### src/rtl/gray_codec_pkg.sv
// Shared mode encoding, stage metadata and Gray/binary conversion helpers for gray_codec_pipe.
// Helpers operate at MaxW bits; zero-extended narrower operands convert correctly.
package gray_codec_pkg;

   localparam int unsigned MaxW = 64;

   typedef enum logic [1:0] {
      MODE_B2G  = 2'b00,
      MODE_G2B  = 2'b01,
      MODE_GINC = 2'b10,
      MODE_PASS = 2'b11
   } mode_e;

   // Width-independent part of a stage payload; the top adds the N-bit data field.
   typedef struct packed {
      logic  wrap;
      mode_e mode;
   } stage_meta_t;

   function automatic logic [MaxW-1:0] bin2gray(input logic [MaxW-1:0] b);
      return b ^ (b >> 1);
   endfunction

   // Prefix XOR from the MSB down; zero upper bits leave the low-order result unchanged.
   function automatic logic [MaxW-1:0] gray2bin(input logic [MaxW-1:0] g);
      logic [MaxW-1:0] b;
      b[MaxW-1] = g[MaxW-1];
      for (int i = MaxW - 2; i >= 0; i--) begin
         b[i] = b[i+1] ^ g[i];
      end
      return b;
   endfunction

endpackage

### src/rtl/gray_codec_stage.sv
// One valid + payload register slice of the global-stall pipeline.
// Payload is held (not cleared) on bubbles and on flush so no X ever reaches the output.
module gray_codec_stage #(
   parameter type payload_t = logic
) (
   input  logic     clk,
   input  logic     rst_n,
   input  logic     flush,
   input  logic     advance,
   input  logic     in_valid,
   input  payload_t in_pl,
   output logic     out_valid,
   output payload_t out_pl
);

   always_ff @(posedge clk or negedge rst_n) begin
      if (!rst_n) begin
         out_valid <= 1'b0;
         out_pl    <= '0;
      end else if (flush) begin
         out_valid <= 1'b0;
      end else if (advance) begin
         out_valid <= in_valid;
         if (in_valid) begin
            out_pl <= in_pl;
         end
      end
   end

endmodule

### src/rtl/gray_codec_pipe.sv
// Pipelined Gray/binary converter (B2G, G2B, Gray increment, pass) with valid/ready and flush.
// Define GRAY_CODEC_CHECK_EN to add the chk_err Gray-adjacency checker output.
module gray_codec_pipe
   import gray_codec_pkg::*;
#(
   parameter int unsigned N      = 8,
   parameter int unsigned STAGES = 2
) (
   input  logic         clk,
   input  logic         rst_n,
   input  logic         flush,
   input  logic         in_valid,
   output logic         in_ready,
   input  logic [1:0]   in_mode,
   input  logic [N-1:0] in_data,
   output logic         out_valid,
   input  logic         out_ready,
   output logic [N-1:0] out_data,
   output logic         out_wrap,
   output logic [1:0]   out_mode
`ifdef GRAY_CODEC_CHECK_EN
   ,
   output logic         chk_err
`endif
);

   typedef struct packed {
      logic [N-1:0] data;
      stage_meta_t  meta;
`ifdef GRAY_CODEC_CHECK_EN
      logic         chk;
`endif
   } payload_t;

   logic           advance;
   logic [STAGES:0] vld;
   payload_t       pl [STAGES+1];
   mode_e          mode;
   logic [N-1:0]   bin_v;
   logic [N-1:0]   bin_inc;
   logic [N-1:0]   res;
   logic           wrap;

   assign advance  = out_ready | ~out_valid;
   // A beat offered during flush is discarded, so the input side may always report ready.
   assign in_ready = advance | flush;
   assign mode     = mode_e'(in_mode);

   always_comb begin
      bin_v   = N'(gray2bin(MaxW'(in_data)));
      bin_inc = bin_v + N'(1);
      res     = in_data;
      wrap    = 1'b0;
      case (mode)
         MODE_B2G:  res = N'(bin2gray(MaxW'(in_data)));
         MODE_G2B:  res = bin_v;
         MODE_GINC: begin
            res  = N'(bin2gray(MaxW'(bin_inc)));
            wrap = &bin_v;
         end
         default:   res = in_data;
      endcase
   end

`ifdef GRAY_CODEC_CHECK_EN
   logic [N-1:0] last_g_q;
   logic         last_ok_q;
   logic         gray_in;
   logic         chk_d;

   assign gray_in = (mode == MODE_G2B) || (mode == MODE_GINC);
   assign chk_d   = gray_in && last_ok_q && ($countones(in_data ^ last_g_q) > 1);

   always_ff @(posedge clk or negedge rst_n) begin
      if (!rst_n) begin
         last_g_q  <= '0;
         last_ok_q <= 1'b0;
      end else if (flush) begin
         last_ok_q <= 1'b0;
      end else if (in_valid && advance && gray_in) begin
         last_g_q  <= in_data;
         last_ok_q <= 1'b1;
      end
   end

   assign pl[0].chk = chk_d;
   assign chk_err   = vld[STAGES] & pl[STAGES].chk;
`endif

   assign vld[0]         = in_valid;
   assign pl[0].data      = res;
   assign pl[0].meta.wrap = wrap;
   assign pl[0].meta.mode = mode;

   for (genvar g = 0; g < STAGES; g++) begin : g_stage
      gray_codec_stage #(
         .payload_t(payload_t)
      ) u_stage (
         .clk      (clk),
         .rst_n    (rst_n),
         .flush    (flush),
         .advance  (advance),
         .in_valid (vld[g]),
         .in_pl    (pl[g]),
         .out_valid(vld[g+1]),
         .out_pl   (pl[g+1])
      );
   end

   assign out_valid = vld[STAGES];
   assign out_data  = pl[STAGES].data;
   assign out_wrap  = pl[STAGES].meta.wrap;
   assign out_mode  = pl[STAGES].meta.mode;

endmodule

### config.mk
export PLATFORM = sky130hd
export DESIGN_NAME = gray_codec_pipe
export DESIGN_NICKNAME = d
export VERILOG_FILES = /design/src/rtl/gray_codec_pkg.sv /design/src/rtl/gray_codec_stage.sv /design/src/rtl/gray_codec_pipe.sv
export SDC_FILE = /design/constraint.sdc
export NUM_CORES = 1
export LEC_CHECK = 0
export CORE_MARGIN = 2
export CORE_UTILIZATION = 51
export DETAILED_ROUTE_END_ITERATION = 10
export GPL_ROUTABILITY_DRIVEN = 0
export PLACE_DENSITY = 0.79
export SETUP_SLACK_MARGIN = 0.15
export SYNTH_ARGS = -nofsm -noshare
export SYNTH_HDL_FRONTEND = slang
export SYNTH_SLANG_ARGS = --single-unit
### constraint.sdc
create_clock -name clk -period 1.8 [get_ports clk]
set_clock_uncertainty 0.2 [all_clocks]
set_input_delay 0.27 -clock clk [delete_from_list [all_inputs] [get_ports clk]]
set_output_delay 0.27 -clock clk [all_outputs]
set_load 0.01 [all_outputs]
==> results summary, run 1 <==
The flow ran to the end, but the final reports show violations. The final reports fail on setup timing. STA classifies the critical path endpoint as a flop. Cells fill 83.75% of the core in the end. Setup repair after global routing could not meet its margin everywhere. Entering global routing, the biggest net connects 25 pins.

The number of antenna violations at the first check in global routing was 0. The count of endpoints failing hold in the final timing report is 0. The via count of the first global-routing pass came out at between 1k and 1.5k. During placement, the flow inserted port buffers numbering 27.

In the post-route analysis, the smallest setup slack over all paths is -1.554 ns. The global router's overall resource usage came out at 25.87%. In the layout the commonest cells are buf_4, dfrtp_1, nand2_1. The post-synthesis sequential element count came out at 24. For this run, the number of Yosys warnings is 0. In this run the number of H-tree levels came out at 1. The half-perimeter wire length of the detailed placement result came out at about 3100 um. The relative max-transition margin came out at 77.11%. The number of cells after detailed placement is ~240.

The first global-routing pass estimated 6465 um of wire. The vias after detailed routing came out at roughly 1.5k. The max-slew violation total from the final report came out at 0.

The average wire length per cell after detail routing is roughly 17 um. The routed design has 4470 um of wire. The die width is about 57 um. The final setup violation count is 9.

After synthesis, the share of flip-flops with an asynchronous set or reset is 100.0%. The maximum root-to-sink buffer count came out at 2. The global-route congestion overflow total came out at 0. The arrival time at the worst endpoint came out at between 3 and 4 ns. Once the floorplan was initialized, standard cells occupied a little over half of the core.

Clock tree synthesis selected as its root buffer the cell clkbuf_4. The final cell count without fillers came out at 258. The DRC violation total after the first TritonRoute iteration came out at 70. The clock insertion delay at the later pin of the skew report came out at 0.31 ns.

The classification of the worst-slack hold path is in -> async. The sequential cell area fraction in the yosys report came out at 41.52%. The kind of start point of the critical path is an input pin.

The first-pass detailed-route iteration total is 4. The number of top-level pins came out at 28. Timing would allow up to 0.2982 GHz.

The critical path start-end classification is in -> reg. The clock net in this run drives a total of 24 sinks. The final net count came out at 250. The count of cell types in the netlist came out at 39.

The synthesis-to-finish area growth is 58.30%. The height of the die is about 57 um. The leakage power summed over all cells is 1.072 nW. Leaving out fill and tap cells, the most frequent cell in the layout is buf_4. The area of the core is 2734 um2. The final critical path takes up 186.3% of the cycle. The antenna violation net count after detailed routing is 0.

The worst IR drop on VDD is 0.7667 mV. The number of fill cells in the layout is around 150. The post-route minimum period came out at 3.354 ns. TritonCTS built the clock tree.

The number of buffers added by the clock tree synthesis step came out at 3. The number of standard-cell rows in the floorplan came out at 19. The number of antenna diodes in the final layout is 0.

For the worst setup path, the data required time is 1.78 ns. The CTS clock-pin slew for the worst setup and hold paths is 0.11 ns. The number of nets in the synthesized netlist is about 180. In this run the worst path has a maximum fanout of 3.

The synthesized instance count came out at 155. Counting flops with a built-in enable in the synthesized netlist gives 0. The synthesized area divided by synthesized cell count came out at 9.332 um2. The share of cells above drive strength 1 came out at 38.77%. The power per standard cell area is 862.3 nW/um2. The slew at the pin with the worst max-slew slack came out at 0.3409 ns.

The ratio of routed vias to standard cells came out at ~6. The mapped cell area is 1446 um2. Max-cap violations in this run came to 0. The final routed DRC violation total came out at 0. In the synthesized netlist the dominant register cell turns out to be dfrtp_1.

The total die area came out at 3278 um2.
per-stage QoR:
stage	TNS, ns	hold slack (ns)	setup slack, ns	area (um2)	total power, W
after floorplan	-11.69	-0.2256	-1.576	1548	0.001222
after global placement	-17.93	0.2625	-2.136	2107	0.001586
after CTS	-10.83	0.09446	-1.472	2200	0.001859
final	-11.96	0.09609	-1.554	2290	0.001974
after detailed placement	-19.69	0.2696	-2.301	2107	0.001639
after global routing	-12.79	0.1162	-1.658	2290	0.002086
area by class of cell:
| type | instances | area [um2] | area share, % |
|---|---|---|---|
| multi-input cells | 108 | 930.9 | 40.66 |
| inverters | 17 | 73.82 | 3.224 |
| well taps | 31 | 38.79 | 1.694 |
| clock buffers | 3 | 22.52 | 0.9836 |
| repair buffers | 75 | 623.1 | 27.21 |
| flip-flops and latches | 24 | 600.6 | 26.23 |
synth_stat cells, types with 2 or more instances:
cell type / instances / share of area [%]
nor2_1: 5 / 1.3
nor3_1: 8 / 2.8
a31oi_1: 2 / 0.86
inv_2: 3 / 0.78
ha_1: 6 / 5.2
nand2_1: 17 / 4.4
mux2_2: 2 / 1.6
inv_1: 14 / 3.6
nand3_1: 2 / 0.69
buf_2: 4 / 1.4
o21ai_1: 10 / 3.5
clkbuf_1: 2 / 0.52
a21oi_1: 5 / 1.7
and2_1: 2 / 0.86
xor2_1: 3 / 1.8
xnor2_1: 8 / 4.8
mux2_1: 9 / 7.0
o21ai_0: 8 / 2.8
dfrtp_1: 24 / 42
nand3b_1: 2 / 1.0
state kept, by name (all words and copies together), names as in the netlist:
register,count
g_stage.u_stage.out_pl,22
g_stage.u_stage.out_valid,2
critical path: stages:
cell and delay [ns]:
buf_8 0.10, xnor2_4 0.17, inv_2 0.07, ha_4 0.28, inv_4 0.04, ha_4 0.27
inv_4 0.04, ha_4 0.27, inv_4 0.04, ha_4 0.26, inv_2 0.04, ha_4 0.27
inv_4 0.04, ha_4 0.23, nand4b_1 0.27, xnor2_2 0.22, nor3_1 0.07, a311oi_1 0.25
a21oi_1 0.14
cell families after synthesis:
| kind of cell | count (synthesis) | synth area share (%) |
|---|---|---|
| DFF | 24 | 41.52 |
| and+or+nand+nor | 41 | 13.50 |
| xor gates and xnor gates | 12 | 7.786 |
| muxes | 12 | 9.256 |
| adders and majority gates | 6 | 5.190 |
| buffers and inverters | 23 | 6.315 |
| AOI/OAI and AO/OA | 37 | 16.44 |
path summary, 6_finish.rpt:
| check | from | slack, ns | end | depth (start not counted) |
|---|---|---|---|---|
| worst max-delay path | in_data[7] | -1.55 | g_stage[0].u_stage.out_pl[9]$_DFFE_PN0P_ | 19 |
| worst min-delay path | rst_n | 0.1 | g_stage[0].u_stage.out_pl[4]$_DFFE_PN0P_ | 2 |
| worst max register to register | g_stage[1].u_stage.out_valid$_DFFE_PN0P_ | 0.10 | g_stage[0].u_stage.out_pl[9]$_DFFE_PN0P_ | 6 |
| worst min register to register | g_stage[1].u_stage.out_pl[4]$_DFFE_PN0P_ | 0.30 | g_stage[1].u_stage.out_pl[4]$_DFFE_PN0P_ | 1 |
| max in group asynchronous | rst_n | 1.08 | g_stage[1].u_stage.out_pl[5]$_DFFE_PN0P_ | 2 |
| min in group clk | in_data[7] | 0.13 | g_stage[0].u_stage.out_pl[2]$_DFFE_PN0P_ | 4 |
power by group:
part	leakage, nW	switching, W	internal (W)
Sequential	0.297	0.0000733	0.000670
Clock	0.0138	0.000146	0.0000784
Combinational	0.761	0.000473	0.000533
per-layer routing:
metal / vias up / wire length, um / GRT usage, %
met1: 717 / 1661 / 29.37
li1: 688 / - / -
met5: - / 0 / 0
met4: 0 / 221 / 18.60
met3: 21 / 278 / 4.535
met2: 78 / 2309 / 43.68
timing repair:
item | CTS | global route
gates resized for setup | 38 | 12
endpoints found under the setup margin | 22 | 12
hold buffers | 0 | 0
pin swaps | 15 | 7
gates cloned | 0 | 0
setup buffers | 6 | 5
No activity file was read; power rests on OpenSTA's default activity.
==> inputs of run 2 (changes only) <==
--- a/config.mk
+++ b/config.mk
@@ -8,7 +8,7 @@
 export CORE_MARGIN = 2
 export CORE_UTILIZATION = 51
 export DETAILED_ROUTE_END_ITERATION = 10
-export GPL_ROUTABILITY_DRIVEN = 0
+export GPL_ROUTABILITY_DRIVEN = 1
 export PLACE_DENSITY = 0.79
 export SETUP_SLACK_MARGIN = 0.15
 export SYNTH_ARGS = -nofsm -noshare
==> results summary, run 2 (same netlist as run 1, synthesis figures left out) <==
STA classifies the critical path endpoint as a flop. The TritonCTS clock tree is done. The power per standard cell area came out at 870.4 nW/um2. The critical path goes through buf_8, xnor2_4, inv_2, ha_4, inv_4, ha_4, inv_4, ha_4, inv_4, ha_4, inv_4, ha_4, inv_4, ha_4, nand4b_1, xnor2_2, nor3_1, a311oi_1, a21oi_1.

The reg-to-reg endpoint is g_stage[1].u_stage.out_pl[5]$_DFFE_PN0P_. The total of max-cap violations came out at 0. The via count of the first global-routing pass is 1397. Of the available clock period, the critical path in the final layout requires 179.4%. The ratio of routed vias to standard cells is 5.598. The min-delay analysis places its worst path in the category in -> async. The count of buffer and inverter cells on the critical path is 7. The highest cell delay on the worst timing path came out at 0.28 ns.

The diode insertion count for antenna repair is 0. The quantity of hold-fixing buffers added after cts came out at 0. Among the stages of the critical path, the cell type that occurs most often is ha_4. Entering global routing, the biggest net connects 25 pins. The synthesis-to-finish area growth is 58.82%. The part of the power in combinational logic is 48.6%. The CTS sink count is 24. The number of H-tree branching levels came out at 1. Setup repair after global routing could not meet its margin everywhere. The flip-flop count of the largest register after layout came out at 22. The leakage power summed over all cells came out at 1.082 nW. The number of fill cells in the layout came out at between 150 and 200. The half-perimeter wire length of the detailed placement result came out at 2970 um. The vias after detailed routing is 1450. The die width came out at approximately 57 um. In the layout the commonest cells are buf_4, dfrtp_1, nand2_1. The number of antenna violations at the first check in global routing came to 0.

The total internal power is 0.001321 W. The area of the core came out at 2734 um2. The slew at the pin with the worst max-slew slack is 0.3779 ns. At the later pin of the worst-skew pair, clock insertion delay measures 0.32 ns. The number of standard-cell rows in the floorplan came out at 19. The post-route netlist has 38.16% of its cells at a drive strength greater than 1. The count of endpoints failing hold in the final timing report came out at 0. The relative max-transition margin came out at 74.54%.

For the final routed database, the setup TNS stands at -10.92 ns. The switching share of power is 33.96%. The final setup violation count came out at 9.

The post-route minimum period came out at 3.230 ns. The final routed DRC violation total is 0. The slack of the worst reg-to-reg path is 0.19 ns.

Measured on the finished design, the core utilization comes to 84.03%. For this design, the slowest cell found on the critical path is ha_4. The kind of start point of the critical path is an input pin. In this run, CTS created clock tree buffers numbering 3. The highest clock rate is 0.3096 GHz. After clock tree synthesis, the clock-pin slew on the worst setup and hold paths is about 0.12 ns. The average wire length per cell after detail routing is 16.39 um. The final net count came out at 250. The cell count of the worst reg-to-reg path is 5.

The DRC violation total after the first TritonRoute iteration is 43. The number of input and output port buffers inserted came out at 27. The arrival time at the worst endpoint came out at around 3.2 ns. The register with the most flip-flops is g_stage.u_stage.out_pl. The number of top-level pins came out at 28. In this run, the clock network consumes 14.1% of the power. The antenna violation net count after detailed routing is 0. The worst IR drop on VDD is ~0.75 mV.

The tree is rooted in a clkbuf_4. The least setup slack across all paths after layout came out at -1.430 ns. The first-pass detailed-route iteration total came out at 4. The sequential share of power came out at approximately 37%.

The starting utilization of the core area is 52.91%. The die covers 3278 um2. The height of the die came out at 57.26 um. The aggregate routed wire length came out at 4245 um. The final reports fail on setup timing. Of all nets on the critical path, the largest fanout is 3. The wire length of the first global-routing pass came out at between 6000 and 7000 um. The global router's overall resource usage came out at approximately a quarter. The worst endpoint required time came out at 1.81 ns.

The net switching component of the power came out at around 0.00068 W. The final weighted congestion in routability-driven placement is ~0.9. In the final layout, the registers with the most flip-flops are g_stage.u_stage.out_pl (22), g_stage.u_stage.out_valid (2).

The worst setup path is of the in -> reg kind. The clock passes through at most 2 buffers. The max-slew violation total from the final report is 0. The startpoint identified for the worst register-to-register timing path is g_stage[1].u_stage.out_valid$_DFFE_PN0P_. The global-route congestion overflow total came out at 0.

The run finished, with violations left. The most common cell after layout, fill and taps aside is buf_4. The cell family contributing the most delay on the critical path is adder cells.
[run 2: how the worst max path moves through the flow]
stage,from,end,slack (ns),cells past startpoint
finish,in_data[7],g_stage[0].u_stage.out_pl[9]$_DFFE_PN0P_,-1.43,19
global route,in_data[7],g_stage[0].u_stage.out_pl[7]$_DFFE_PN0P_,-1.53,19
CTS,in_data[7],g_stage[0].u_stage.out_pl[9]$_DFFE_PN0P_,-1.38,19
detailed placement,in_data[6],g_stage[0].u_stage.out_pl[7]$_DFFE_PN0P_,-2.23,19
global placement,in_data[6],g_stage[0].u_stage.out_pl[7]$_DFFE_PN0P_,-2.13,19
floorplan,in_data[6],g_stage[0].u_stage.out_pl[7]$_DFFE_PN0P_,-1.58,18
[run 2: layout make-up]
type,instances,area (um2),share of cell area [%]
flip-flops and latches,24,600.6,26.14
well taps,31,38.79,1.688
repair buffers,75,623.1,27.12
inverters,17,76.32,3.322
multi-input cells,108,922.1,40.14
clock buffers,4,36.28,1.580
[run 2: layer usage]
metal,global-route usage [%],wire [um],vias to the layer above
met2,43.35,2194,62
met1,30.34,1725,687
li1,-,-,685
met4,12.29,144,0
met3,2.268,180,16
met5,0,0,-
[run 2: what timing repair did]
item	4_1_cts	5_1_grt
endpoints found under the setup margin	22	15
resized for setup	36	14
pin swaps	10	12
buffers inserted	4	5
[run 2: power by group through the flow]
stage	clock, W	sequential [W]	combinational (W)
2_1_floorplan	0	0.000777	0.000444
3_3_place_gp	0	0.000740	0.000878
3_5_place_dp	0	0.000756	0.000903
4_1_cts	0.000283	0.000741	0.000883
5_1_grt	0.000298	0.000761	0.00104
6_report	0.000282	0.000746	0.000972
[run 2: per-stage QoR]
step                      instances  instance area (um2)  setup WS [ns]  hold WS, ns  total power, W
after floorplan                 155                 1548         -1.576      -0.2256        0.001222
after global placement          246                 2122         -2.127       0.2590        0.001619
after detailed placement        246                 2122         -2.228       0.2781        0.001659
after CTS                       254                 2202         -1.377      0.09394        0.001907
after global routing            259                 2297         -1.533       0.1259        0.002104
final                           259                 2297         -1.430      0.08721        0.001999
==> inputs of run 3 (changes only) <==
--- a/config.mk
+++ b/config.mk
@@ -7,6 +7,7 @@
 export LEC_CHECK = 0
 export CORE_MARGIN = 2
 export CORE_UTILIZATION = 51
+export CTS_CLUSTER_SIZE = 12
 export DETAILED_ROUTE_END_ITERATION = 10
 export GPL_ROUTABILITY_DRIVEN = 1
 export PLACE_DENSITY = 0.79
==> results of run 3 <==
Same layout as run 2: the final DEF is identical, and so are final timing and power.
